## src/rtl/muldiv_seq.sv

```systemverilog
// ---------------------------------------------------------------------------
// muldiv_seq: iterative RV32M multiply/divide unit.
//
// Runs the eight M-extension ops selected by funct3 in radix-2 steps, one per
// clock. An accepted start moves IDLE -> CALC (XLEN steps) -> FIX (sign
// correction, result load) -> DONE (one-cycle done pulse) -> IDLE.
// With FAST_SPECIAL=1, divide-by-zero and signed overflow go
// IDLE -> CALC -> DONE, skipping the iterations and FIX.
//
// Ports:
//   clk     in   rising-edge clock
//   rst_n   in   synchronous active-low reset
//   start   in   request, accepted only while idle
//   funct3  in   000 MUL, 001 MULH, 010 MULHSU, 011 MULHU,
//                100 DIV, 101 DIVU, 110 REM,  111 REMU
//   rs1_val in   operand A (multiplicand / dividend)
//   rs2_val in   operand B (multiplier / divisor)
//   busy    out  op in flight (CALC or FIX)
//   done    out  one-cycle pulse, result valid
//   result  out  op result, held until the next result load
// ---------------------------------------------------------------------------
module muldiv_seq #(
    parameter int XLEN         = 32,
    parameter bit FAST_SPECIAL = 1'b0
) (
    input  logic            clk,
    input  logic            rst_n,
    input  logic            start,
    input  logic [2:0]      funct3,
    input  logic [XLEN-1:0] rs1_val,
    input  logic [XLEN-1:0] rs2_val,
    output logic            busy,
    output logic            done,
    output logic [XLEN-1:0] result
);

    localparam int CW = $clog2(XLEN);
    localparam logic [CW-1:0]   CNT_LAST = CW'(XLEN - 1);
    localparam logic [XLEN-1:0] MOST_NEG = {1'b1, {(XLEN-1){1'b0}}};
    localparam logic [XLEN-1:0] ALL_ONES = '1;

    typedef enum logic [1:0] {IDLE, CALC, FIX, DONE} state_t;

    state_t            state, state_nx;
    logic [CW-1:0]     cnt;
    logic [XLEN-1:0]   result_r;

    // operation context captured at acceptance
    logic [2:0]        op;
    logic              a_neg, b_neg, b_zero, ovf, special;
    logic [XLEN-1:0]   a_orig;
    logic [XLEN-1:0]   opnd;     // multiplicand magnitude or divisor magnitude
    logic [XLEN-1:0]   hi, lo;   // product halves, or remainder / quotient

    // rs1 is treated as signed for MUL, MULH, MULHSU, DIV, REM
    function automatic logic a_is_signed(input logic [2:0] f);
        return f[2] ? ~f[0] : (f[1:0] != 2'b11);
    endfunction

    // rs2 is treated as signed for MUL, MULH, DIV, REM
    function automatic logic b_is_signed(input logic [2:0] f);
        return f[2] ? ~f[0] : ~f[1];
    endfunction

    function automatic logic [XLEN-1:0] cond_neg(input logic neg, input logic [XLEN-1:0] v);
        return neg ? (~v + 1'b1) : v;
    endfunction

    // RISC-V mandated results for divide-by-zero and signed overflow
    function automatic logic [XLEN-1:0] special_result(
        input logic [2:0] f, input logic bz, input logic [XLEN-1:0] a);
        if (bz) return f[1] ? a : ALL_ONES;
        else    return f[1] ? '0 : a;
    endfunction

    function automatic logic [XLEN-1:0] fix_result(
        input logic [2:0] f, input logic an, input logic bn, input logic bz,
        input logic ov, input logic [XLEN-1:0] a,
        input logic [XLEN-1:0] h, input logic [XLEN-1:0] l);
        logic [2*XLEN-1:0] prod;
        if (!f[2]) begin
            prod = (an ^ bn) ? (~{h, l} + 1'b1) : {h, l};
            return (f[1:0] == 2'b00) ? prod[XLEN-1:0] : prod[2*XLEN-1:XLEN];
        end
        if (bz || ov) return special_result(f, bz, a);
        // quotient sign follows rs1^rs2, remainder sign follows rs1
        return f[1] ? cond_neg(an, h) : cond_neg(an ^ bn, l);
    endfunction

    logic            accept;
    logic            a_neg_in, b_neg_in, b_zero_in, ovf_in;
    logic [XLEN-1:0] a_mag_in, b_mag_in;

    always_comb begin
        accept    = (state == IDLE) && start;
        a_neg_in  = a_is_signed(funct3) && rs1_val[XLEN-1];
        b_neg_in  = b_is_signed(funct3) && rs2_val[XLEN-1];
        a_mag_in  = cond_neg(a_neg_in, rs1_val);
        b_mag_in  = cond_neg(b_neg_in, rs2_val);
        b_zero_in = (rs2_val == '0);
        ovf_in    = funct3[2] && !funct3[0] && (rs1_val == MOST_NEG) && (rs2_val == ALL_ONES);
    end

    // multiply step: conditional add of the multiplicand, then shift right
    logic [XLEN:0] mul_sum;
    // divide step: shift in next dividend bit, trial subtract the divisor
    logic [XLEN:0] div_sh, div_diff;

    always_comb begin
        mul_sum  = {1'b0, hi} + (lo[0] ? {1'b0, opnd} : '0);
        div_sh   = {hi, lo[XLEN-1]};
        div_diff = div_sh - {1'b0, opnd};
    end

    // control state register
    always_ff @(posedge clk) begin
        if (!rst_n) begin
            state    <= IDLE;
            cnt      <= '0;
            result_r <= '0;
        end else begin
            state <= state_nx;
            case (state)
                IDLE: cnt <= '0;
                CALC: begin
                    cnt <= cnt + 1'b1;
                    if (FAST_SPECIAL && special)
                        result_r <= special_result(op, b_zero, a_orig);
                end
                FIX:  result_r <= fix_result(op, a_neg, b_neg, b_zero, ovf, a_orig, hi, lo);
                default: ;
            endcase
        end
    end

    // datapath registers
    always_ff @(posedge clk) begin
        if (accept) begin
            op      <= funct3;
            a_neg   <= a_neg_in;
            b_neg   <= b_neg_in;
            b_zero  <= b_zero_in;
            ovf     <= ovf_in;
            special <= funct3[2] && (b_zero_in || ovf_in);
            a_orig  <= rs1_val;
            hi      <= '0;
            opnd    <= funct3[2] ? b_mag_in : a_mag_in;
            lo      <= funct3[2] ? a_mag_in : b_mag_in;
        end else if (state == CALC) begin
            if (!op[2]) begin
                hi <= mul_sum[XLEN:1];
                lo <= {mul_sum[0], lo[XLEN-1:1]};
            end else if (!div_diff[XLEN]) begin
                hi <= div_diff[XLEN-1:0];
                lo <= {lo[XLEN-2:0], 1'b1};
            end else begin
                hi <= div_sh[XLEN-1:0];
                lo <= {lo[XLEN-2:0], 1'b0};
            end
        end
    end

    // next state and outputs
    always_comb begin
        state_nx = state;
        busy     = 1'b0;
        done     = 1'b0;
        case (state)
            IDLE: if (start) state_nx = CALC;
            CALC: begin
                busy = 1'b1;
                if (FAST_SPECIAL && special) state_nx = DONE;
                else if (cnt == CNT_LAST)    state_nx = FIX;
            end
            FIX: begin
                busy     = 1'b1;
                state_nx = DONE;
            end
            DONE: begin
                done     = 1'b1;
                state_nx = IDLE;
            end
            default: state_nx = IDLE;
        endcase
    end

    assign result = result_r;

endmodule

```

## config.mk

```make
export PLATFORM = sky130hd
export DESIGN_NAME = muldiv_seq
export DESIGN_NICKNAME = d
export VERILOG_FILES = /design/src/rtl/muldiv_seq.sv
export SDC_FILE = /design/constraint.sdc
export NUM_CORES = 1
export LEC_CHECK = 0
export CAP_MARGIN = 40
export CELL_PAD_IN_SITES_DETAIL_PLACEMENT = 1
export CELL_PAD_IN_SITES_GLOBAL_PLACEMENT = 2
export CORE_MARGIN = 2
export CORE_UTILIZATION = 33
export CTS_CLUSTER_SIZE = 25
export DETAILED_ROUTE_END_ITERATION = 10
export GPL_TIMING_DRIVEN = 0
export PLACE_DENSITY = 0.75
export SLEW_MARGIN = 15
export SYNTH_ARGS = -nofsm -noshare
export SYNTH_HDL_FRONTEND = slang
export SYNTH_SLANG_ARGS = --single-unit
export TNS_END_PERCENT = 100
```

## constraint.sdc

```tcl
create_clock -name clk -period 3.4 [get_ports clk]
set_input_delay 0.51 -clock clk [delete_from_list [all_inputs] [get_ports clk]]
set_output_delay 0.51 -clock clk [all_outputs]
set_load 0.05 [all_outputs]
```

* Word level (Yosys, flattened, before mapping)
Cells that the tools add are included.
W data, S select, Z words.
** Word-level totals
- Register bits :: 174
- Input bits :: 70
- Output and inout bits :: 34
- Word-level logic and storage cells :: 90
** Operators by class
- Add/sub/neg operators :: 8
- Equal/unequal tests :: 9
- Multiplexer cells :: 38
- Bitwise operators :: 8
- Reduce and logical (&&, ||, !) cells :: 15
** Operator list (number)
- $mux W32 :: 21
- $add A32 B1 Y32 const B :: 4
- $not A32 Y32 :: 4
- $add A64 B1 Y64 const B :: 1
- $eq A32 B32 Y1 const B :: 2
- $mux W64 :: 1
- $not A64 Y64 :: 1
- $add A32 B32 Y33 :: 1
- $sub A33 B32 Y33 :: 1
- $logic_not A32 Y1 :: 1
- $mux W1 :: 12
- $pmux W5 S2 :: 1
- $pmux W2 S4 :: 1
- $logic_and A1 B1 Y1 :: 6
- $add A5 B1 Y5 const B :: 1
- $eq A5 B5 Y1 const B :: 1
- $eq A2 B2 Y1 const B :: 2
- $logic_not A2 Y1 :: 2
- $mux W2 :: 2
- $ne A2 B2 Y1 const B :: 2
- $reduce_bool A2 Y1 :: 2
- $eq A2 B1 Y1 const B :: 1
- $ne A2 B1 Y1 const B :: 1
- $not A1 Y1 :: 2
- other kinds (5) :: 5

* Longest topological paths before layout
Gate-level depths: netlist of the first run.
- Depth after elaboration :: 8
- Depth in mapped cells :: 14

* Worst setup path after synthesis of the first run
OpenSTA, ideal clock, no wires.
- Kind :: reg-to-reg
- From :: register state[0]
- To :: register lo[0] (data pin)
- Setup time :: 372 ps
- Arrival time :: 3374 ps
- Data required time :: 3028 ps
- Setup slack :: -346 ps
- Stages on the path, launching flop included :: 8
- Buffers on the path :: 2
- Clock period less this slack :: 3746 ps
- Cells stage by stage :: dfxtp_1 -> inv_1 -> ha_1 -> clkbuf_1 -> nand2_1 -> clkinv_1 -> clkbuf_1 -> a21oi_1
** On the way
- Longest elaborated chain between the ends :: 3
** Ends and longest elaborated chain
- start, declared :: line 44 : state_t state, state_nx;
- start signal, assigned :: line 122 : state <= state_nx;
- $logic_not A2 Y1 :: line 95 : accept = (state == IDLE) && start;
- $logic_and A1 B1 Y1 :: line 95
- named net accept :: line 90 : logic accept;
- $mux W32 :: line 138 : if (accept) begin
- end signal, assigned :: line 148 : lo <= funct3[2] ? a_mag_in : b_mag_in;
- end signal, assigned :: line 152 : lo <= {mul_sum[0], lo[XLEN-1:1]};
- end signal, assigned :: line 155 : lo <= {lo[XLEN-2:0], 1'b1};
- end, declared :: line 53 : logic [XLEN-1:0] hi, lo;
The timed path passes the listed nets, and every way through them passes these cells.
A chain may end at the register's enable or synchronous reset.

* Worst setup path in the final report of the first run
- From :: register lo[0]
- To :: register result_r[3] (netlist: result[3])
** On the way
- Longest elaborated chain between the ends :: 8
** Ends and longest elaborated chain
- $not A64 Y64 :: line 82 : prod = (an ^ bn) ? (~{h, l} + 1'b1) : {h, l};
- $add A64 B1 Y64 :: line 82
- $mux W64 :: line 82
- $mux W32 :: line 83 : return (f[1:0] == 2'b00) ? prod[XLEN-1:0] : prod[2*XLEN-1:XLEN];
- $mux W32 :: line 81 : if (!f[2]) begin
- $mux W32 :: line 85 : if (bz || ov) return special_result(f, bz, a);
- $mux W32 :: line 87 : return f[1] ? cond_neg(an, h) : cond_neg(an ^ bn, l);
- $mux W32 (*) :: line 85
- end signal, assigned :: line 128 : result_r <= special_result(op, b_zero, a_orig);
- end signal, assigned :: line 130 : FIX: result_r <= fix_result(op, a_neg, b_neg, b_zero, ovf, a_orig, hi, lo);
- end, declared :: line 46 : logic [XLEN-1:0] result_r;
Every way passes the cells marked *; elsewhere a longest branch is shown, timed or not. The select of a mux whose other input is x is not followed.

==> results of run 1 <==
## cell families (layout without fill, tap and decap cells)
logic type,after synthesis,count (layout),share of synthesized area
XOR/XNOR,210,210,0.118
buffers and inverters,201,357,0.0498
AO/OA/AOI/OAI,571,571,0.230
multiplexers,120,120,0.0779
adder cells (fa/ha/maj),77,77,0.0628
flip-flops,174,174,0.290
AND/OR/NAND/NOR,563,563,0.171
## timing repair
item | 4_1_cts | 5_1_grt
cloned | 0 | 0
endpoints found under the hold margin | 0 | 0
pin swaps | 16 | 27
endpoints found under the setup margin | 112 | 75
resized for setup | 86 | 66
setup buffers | 20 | 10
## state kept, by name, summed over array words and instances, names as in the netlist
signal and flops:
state 2, b_zero 1, b_neg 1, opnd 32, a_neg 1, ovf 1
a_orig 32, op 3, cnt 5, hi 32, result 32, lo 32
## power groups by stage
| stage | clock network, mW | logic (mW) | registers [mW] |
|---|---|---|---|
| 2_1_floorplan | 0 | 7.08 | 4.12 |
| 3_3_place_gp | 0 | 11.0 | 4.09 |
| 3_5_place_dp | 0 | 11.2 | 4.09 |
| 4_1_cts | 2.06 | 11.9 | 4.04 |
| 5_1_grt | 2.12 | 13.3 | 4.16 |
| 6_report | 2.03 | 12.4 | 4.08 |
## area by class of cell
class / count / area [µm²] / area share
multi-input cells: 1541 / 10900 / 0.576
flip-flops and latches: 174 / 4520 / 0.239
repair buffers: 141 / 1370 / 0.0725
well taps: 607 / 759 / 0.0402
plain buffers: 110 / 505 / 0.0267
clock buffers: 19 / 453 / 0.0240
inverters: 74 / 284 / 0.0150
clock inverters: 13 / 128 / 0.00675
## worst max-delay path, delay by kind of cell, from the launching register on
family | cells | cell delay [ns]
buffers and inverters | 1 | 0.15
AND/OR/NAND/NOR | 5 | 1.86
XOR/XNOR | 1 | 0.16
AO/OA/AOI/OAI | 3 | 0.68
flip-flops | 1 | 0.41
## per-layer routing
metal  track usage  wire length [µm]  vias to the layer above
met3        0.0324              2540                      132
met2         0.492             34400                      404
met4         0.131              3420                        0
met1         0.370             32100                     7826
li1              -                 -                     7296
met5             0                 0                        -
## worst max-delay path by stage
stage	to	depth (start not counted)
after floorplan	hi[29]$_SDFFE_PP0P_	14
after global placement	result[4]$_SDFFE_PN0P_	11
after detailed placement	result[6]$_SDFFE_PN0P_	12
after CTS	hi[30]$_SDFFE_PP0P_	15
after global routing	hi[25]$_SDFFE_PP0P_	15
final	result[3]$_SDFFE_PN0P_	10
## cells in the final DEF, fill, tap and decap left out, types with 13 or more instances in the layout
| cell | Yosys | final |
|---|---|---|
| nor3_1 | 45 | 40 |
| o21ai_0 | 125 | 118 |
| mux2i_1 | 111 | 110 |
| a221oi_1 | 15 | 15 |
| inv_1 | 73 | 71 |
| o221ai_1 | 19 | 18 |
| a21o_1 | 28 | 28 |
| clkbuf_1 | 102 | 81 |
| dfxtp_1 | 71 | 69 |
| clkdlybuf4s50_1 | 0 | 102 |
| xor2_1 | 93 | 90 |
| xnor2_1 | 117 | 115 |
| and3_1 | 16 | 15 |
| o21ai_1 | 17 | 20 |
| ha_1 | 75 | 62 |
| o31ai_1 | 28 | 23 |
| nand3_1 | 30 | 28 |
| edfxtp_1 | 103 | 103 |
| o211ai_1 | 18 | 18 |
| nor2b_1 | 16 | 16 |
| nand4_1 | 23 | 23 |
| or3_1 | 16 | 16 |
| a211oi_1 | 17 | 13 |
| buf_4 | 1 | 27 |
| clkbuf_16 | 0 | 17 |
| a21oi_1 | 188 | 182 |
| a31oi_1 | 29 | 26 |
| nor2_1 | 184 | 180 |
| nand2_1 | 155 | 153 |
## per-stage QoR
stage	setup slack [ns]	hold slack, ns	TNS, ns	cells	instance area (µm²)
final	0.0694	0.445	0	2679	18900
after detailed placement	-1.31	0.438	-87.21	2634	17500
after global placement	-1.95	0.432	-141.15	2626	17400
after floorplan	0.135	0.500	0	1916	15600
after global routing	-0.0300	0.462	-0.0843	2679	18900
after CTS	-0.0275	0.447	-0.0602	2679	18600
==> run metrics, run 1 <==
status finished clean; Max Cap Violations 0; hold path cells 2; worst reg2reg setup slack 0.07 ns; CTS Buf Count 17; part of the Yosys area used for sequential elements 0.290; Initial Util 0.334; vias in the first global route between 15k and 20k; Top FF cell, synth edfxtp_1; Synth cell types 79; EDFF count, synth between 100 and 150; Layout area overhead 21.4%; remaining antenna violation count 0; DR vias/cell a little under 6; first-pass GRT wire length 106000 µm; DIE WIDTH about 220 µm; WHS Endpoint result[3]$_SDFFE_PN0P_; CP startpoint lo[0]$_DFFE_PP_; Longest Clk Path Bufs 2; fillers ~5.6k; residual DRC count 0; slowest stage delay, CP 0.58 ns; most frequent cell after synthesis a21oi_1; All-Layer GR Usage 0.290; syn_nets a little over 2k; final setup violation count 0; Yosys top cell by area edfxtp_1; routed length per instance around 27 µm; Max Fclk 300 MHz; Final Hold Vio Count 0; final cycle utilization of the critical path 0.980; initial antenna violation count 0; yosys warns 0; Pre-antenna DRT Iters 5; Post-Syn Area ~16000 µm²; die area 48900 µm²; Max Slew Vio Count 0; Switching Fraction 0.534; PwrDens between 900 and 1000 nW/µm²; r2r worst-path depth 10; CP arrival between 3 and 4 ns; Startpoint Class flip-flop; core footprint about 47000 µm²; Placement Rows around 80; H-tree depth 4; Hold Startpoint result[3]$_SDFFE_PN0P_; worst path required time ~3.8 ns; layout cells sized above 1 0.101; Min-Delay Path Class reg2reg; CTS tree yes; hold_buf cts 0; Worst Max-Slew Pin Slew approximately 0.92 ns; root buf cell clkbuf_16; Post-DP HPWL slightly below 60000 µm; internal power roughly 8.6 mW; Top Ports between 100 and 150; CP max FO 4; final weighted congestion in routability-driven placement approximately 0.95; CTS Sinks 174; top cells by area, synth edfxtp_1, dfxtp_1, mux2i_1, xnor2_1, a21oi_1; buffers added on ports 103; post-synth top area share 0.199; PnR Total Power 18.5 mW; Slew headroom 0.385; Final Critical Period around 3.3 ns; worst r2r src lo[0]$_DFFE_PP_; flops & latches, synth ~170; R2R Path End result[3]$_SDFFE_PN0P_; CP endpoint kind flip-flop; Via Count about 16k; crit path cell chain buf_4 -> or4_1 -> nor3_1 -> nand3_1 -> nor2_2 -> a21oi_1 -> xor2_1 -> o21ai_0 -> a211o_1 -> nand2_1; Mapped Cells between 1.5k and 2k; Crit Path Class reg2reg; insertion delay to the later sink of the worst-skew pair approximately 0.47 ns; fin nets approximately 2.2k; Post-Synthesis Mean Instance Area 8.13 µm²; GR Overflow Total 0; leakage 7.28 nW; clock skew between 0.007 and 0.008 ns; NetSw between 9 and 10 mW; total routed wirelength around 72000 µm; ant diodes 0; Finished Core Util 0.406; Slowest cell on crit path or4_1; pin count of the biggest net entering global routing just over 60; Reg clk slew, reported paths approximately 0.070 ns; Synth top cells by count a21oi_1, nor2_1, nand2_1; die height about 220 µm; part of the power in the clock network 0.110; part of the power in registers 0.220; Async S/R FF share, synth 0; VDD IR max 0.385 mV; Iteration-0 DRC Markers approximately 1000; share of total power in combinational logic 0.670
Note: power is estimated with default switching activity, not from simulation.
==> run 2, diff against run 1 <==
--- a/config.mk
+++ b/config.mk
@@ -5,15 +5,16 @@
 export SDC_FILE = /design/constraint.sdc
 export NUM_CORES = 1
 export LEC_CHECK = 0
+export ABC_AREA = 1
 export CAP_MARGIN = 40
 export CELL_PAD_IN_SITES_DETAIL_PLACEMENT = 1
 export CELL_PAD_IN_SITES_GLOBAL_PLACEMENT = 2
 export CORE_MARGIN = 2
-export CORE_UTILIZATION = 33
+export CORE_UTILIZATION = 30
 export CTS_CLUSTER_SIZE = 25
 export DETAILED_ROUTE_END_ITERATION = 10
 export GPL_TIMING_DRIVEN = 0
-export PLACE_DENSITY = 0.75
+export PLACE_DENSITY = 0.77
 export SLEW_MARGIN = 15
 export SYNTH_ARGS = -nofsm -noshare
 export SYNTH_HDL_FRONTEND = slang
==> run 2 against run 1 <==
- cell area is 15% higher
- critical path depth is 4 higher
- sequential power is 8.6% higher
- critical path type unchanged
- highest routed layer unchanged
==> run metrics, run 2 <==
part of the Yosys area used for sequential elements 0.240 (-0.0496); GR Overflow Total 0 (unchanged); Via Count 22.9k (+47%); DIE WIDTH 254 µm (+15%); remaining antenna violation count 0 (unchanged); post-route insts no fill 4204 (+57%); Design Area, Final 21700 µm² (+15%); Post-Syn Area 18800 µm² (+21%); final cycle utilization of the critical path 0.943 (-0.0369); Reg clk slew, reported paths 0.08 ns (about the same); VDD IR max 0.473 mV (+23%); CTS Buf Count 17 (unchanged); CTS tree yes; ant diodes 0 (unchanged); buffers added on ports 103 (unchanged); Startpoint Class flip-flop; top cells by area, synth nand2_1, edfxtp_1, nand3_1, inv_1, dfxtp_1; fin nets 3501 (+59%); Top FF cell, synth edfxtp_1; root buf cell clkbuf_16; Yosys top cell by area nand2_1; Min-Delay Path Class reg2reg; Max Slew Vio Count 0 (unchanged); CP max FO 6 (+2); All-Layer GR Usage 0.340 (+0.0501); EDFF count, synth 103 (unchanged); pin count of the biggest net entering global routing 53 (-13%); placed cell count 4169 (+58%); Slew headroom 0.385 (+0.000494); layout cells sized above 1 0.0511 (-0.0498); Mapped Cells 3218 (+68%); insertion delay to the later sink of the worst-skew pair 0.50 ns (+0.03 ns); Top Ports 104 (unchanged); first-pass GRT wire length 157000 µm (+48%); Initial Util 0.304 (-0.0306); Pre-antenna DRT Iters 6 (+1); total routed wirelength 110000 µm (+51%); PwrDens 945 nW/µm² (-3.7%); most frequent cell after synthesis nand2_1; Placement Rows 91 (+15%); Max Fclk 312 MHz (+3.9%); flops & latches, synth 174 (unchanged); CTS Sinks 174 (unchanged); Iteration-0 DRC Markers 2057 (+110%); Area after DPL 21000 µm² (+20%); Async S/R FF share, synth 0 (unchanged); vias in the first global route 23.1k (+43%); Finished Core Util 0.351 (-0.0553); die area 64600 µm² (+32%); H-tree depth 4 (unchanged); commonest non-fill, non-tap cell in the layout nand2_1; Synth cell types 52 (-34%); setup TNS 0 ns (unchanged); Crit Path Class reg2reg; DR vias/cell 5.46 (-6.6%); Layout area overhead 15.4%; Post-DP HPWL 94000 µm (+60%); core footprint 61800 µm² (+33%); clock skew 0.0215 ns (+0.0141 ns); Max Cap Violations 0 (unchanged); syn_nets 3365 (+63%); leakage 10.3 nW (+42%); hold_buf cts 0 (unchanged); Final Critical Period 3.21 ns (-0.125 ns); Final WS setup 0.195 ns (+0.125 ns); residual DRC count 0 (unchanged); Synth top cells by count nand2_1, inv_1, nand3_1; final weighted congestion in routability-driven placement 1.05 (+10%); worst reg2reg setup slack 0.19 ns (+0.13 ns); routed length per instance 26.1 µm (-3.5%); Post-Synthesis Mean Instance Area 5.84 µm² (-28%); worst path required time 3.76 ns (-0.06 ns); Final Hold Vio Count 0 (unchanged); initial antenna violation count 2 (+2); CP endpoint kind flip-flop; die height 254 µm (+15%); post-synth top area share 0.204 (+0.00497); yosys warns 0 (unchanged); Post-Place Worst Slack -0.432 ns (+0.881 ns); final setup violation count 0 (unchanged); Worst Max-Slew Pin Slew 0.922 ns (-0.000740 ns); Longest Clk Path Bufs 2 (unchanged); status finished clean; CP arrival 3.56 ns (-0.19 ns); leading cell types in the layout, fill and taps excluded nand2_1, inv_1, nand3_1
-- run 2: cell count changes after synthesis, moves of 69 or more --
cell | previous run | this run
nand3_1 | 30 | 366
mux2i_1 | 111 | 0
nand2_1 | 155 | 1019
nor2_1 | 184 | 310
a21oi_1 | 188 | 257
xnor2_1 | 117 | 10
inv_1 | 73 | 414
-- run 2: worst paths after layout --
kind	start	end	cells past startpoint
hold reg to reg	result[28]$_SDFFE_PN0P_	result[28]$_SDFFE_PN0P_	2
setup / recovery	hi[0]$_SDFFE_PP0P_	result[26]$_SDFFE_PN0P_	14
hold / removal	result[28]$_SDFFE_PN0P_	result[28]$_SDFFE_PN0P_	2
setup reg to reg	hi[0]$_SDFFE_PP0P_	result[26]$_SDFFE_PN0P_	14
-- run 2: what timing repair did --
item,4_1_cts,5_1_grt
endpoints found under the setup margin,25,25
pin swaps,0,0
setup buffers,1,3
gates resized for setup,4,10
-- run 2: cell type report --
class                           count  area [µm²]
Multi-Input combinational cell   2507       12200
Sequential cell                   174        4520
Clock inverter                     15         184
Buffer                            107         508
Clock buffer                       17         425
Inverter                          429        1620
Fill cell                        8319       40100
Tap cell                          837        1050
Timing Repair Buffer              118        1190
-- run 2: cell families after synthesis --
logic type,Yosys count,synth area share
AND/OR/NAND/NOR,1844,0.414
buffers and inverters,537,0.113
AO/OA/AOI/OAI,513,0.147
flip-flops,174,0.240
adder cells (fa/ha/maj),77,0.0521
XOR/XNOR,73,0.0340
-- run 2: worst max-delay path: stages, from the launching register on --
cell and delay, ns:
dfxtp_2 0.42, clkinvlp_4 0.12, buf_4 0.22, ha_1 0.23, inv_1 0.12, nor2_1 0.33
nand2_1 0.21, o21ai_1 0.52, nand2_1 0.10, nand2_1 0.08, nand3_1 0.19, nand3_1 0.24
nand2_1 0.11, nand3_1 0.12, a21oi_1 0.06
-- run 2: power breakdown --
part           switching, mW  total [mW]  internal [mW]
Clock                   1.10        2.10          0.998
Sequential              1.28        4.43           3.15
Combinational           10.1        13.9           3.82
-- run 2: stage by stage --
| step | hold WS [ns] | total power [mW] |
|---|---|---|
| after floorplan | 0.428 | 12.2 |
| after global placement | 0.446 | 17.7 |
| after detailed placement | 0.457 | 18.0 |
| after CTS | 0.470 | 20.1 |
| after global routing | 0.494 | 21.8 |
| final | 0.465 | 20.5 |
-- run 2: per-layer routing --
layer  wire length (µm)  vias to the layer above  share of wire  track usage
met5                  0                        -              0            0
met4               5680                        0          0.052        0.162
met3               6730                      179          0.061       0.0454
met2              48000                      858           0.44        0.533
met1              49200                    11200           0.45        0.461
li1                   -                    10700              -            -
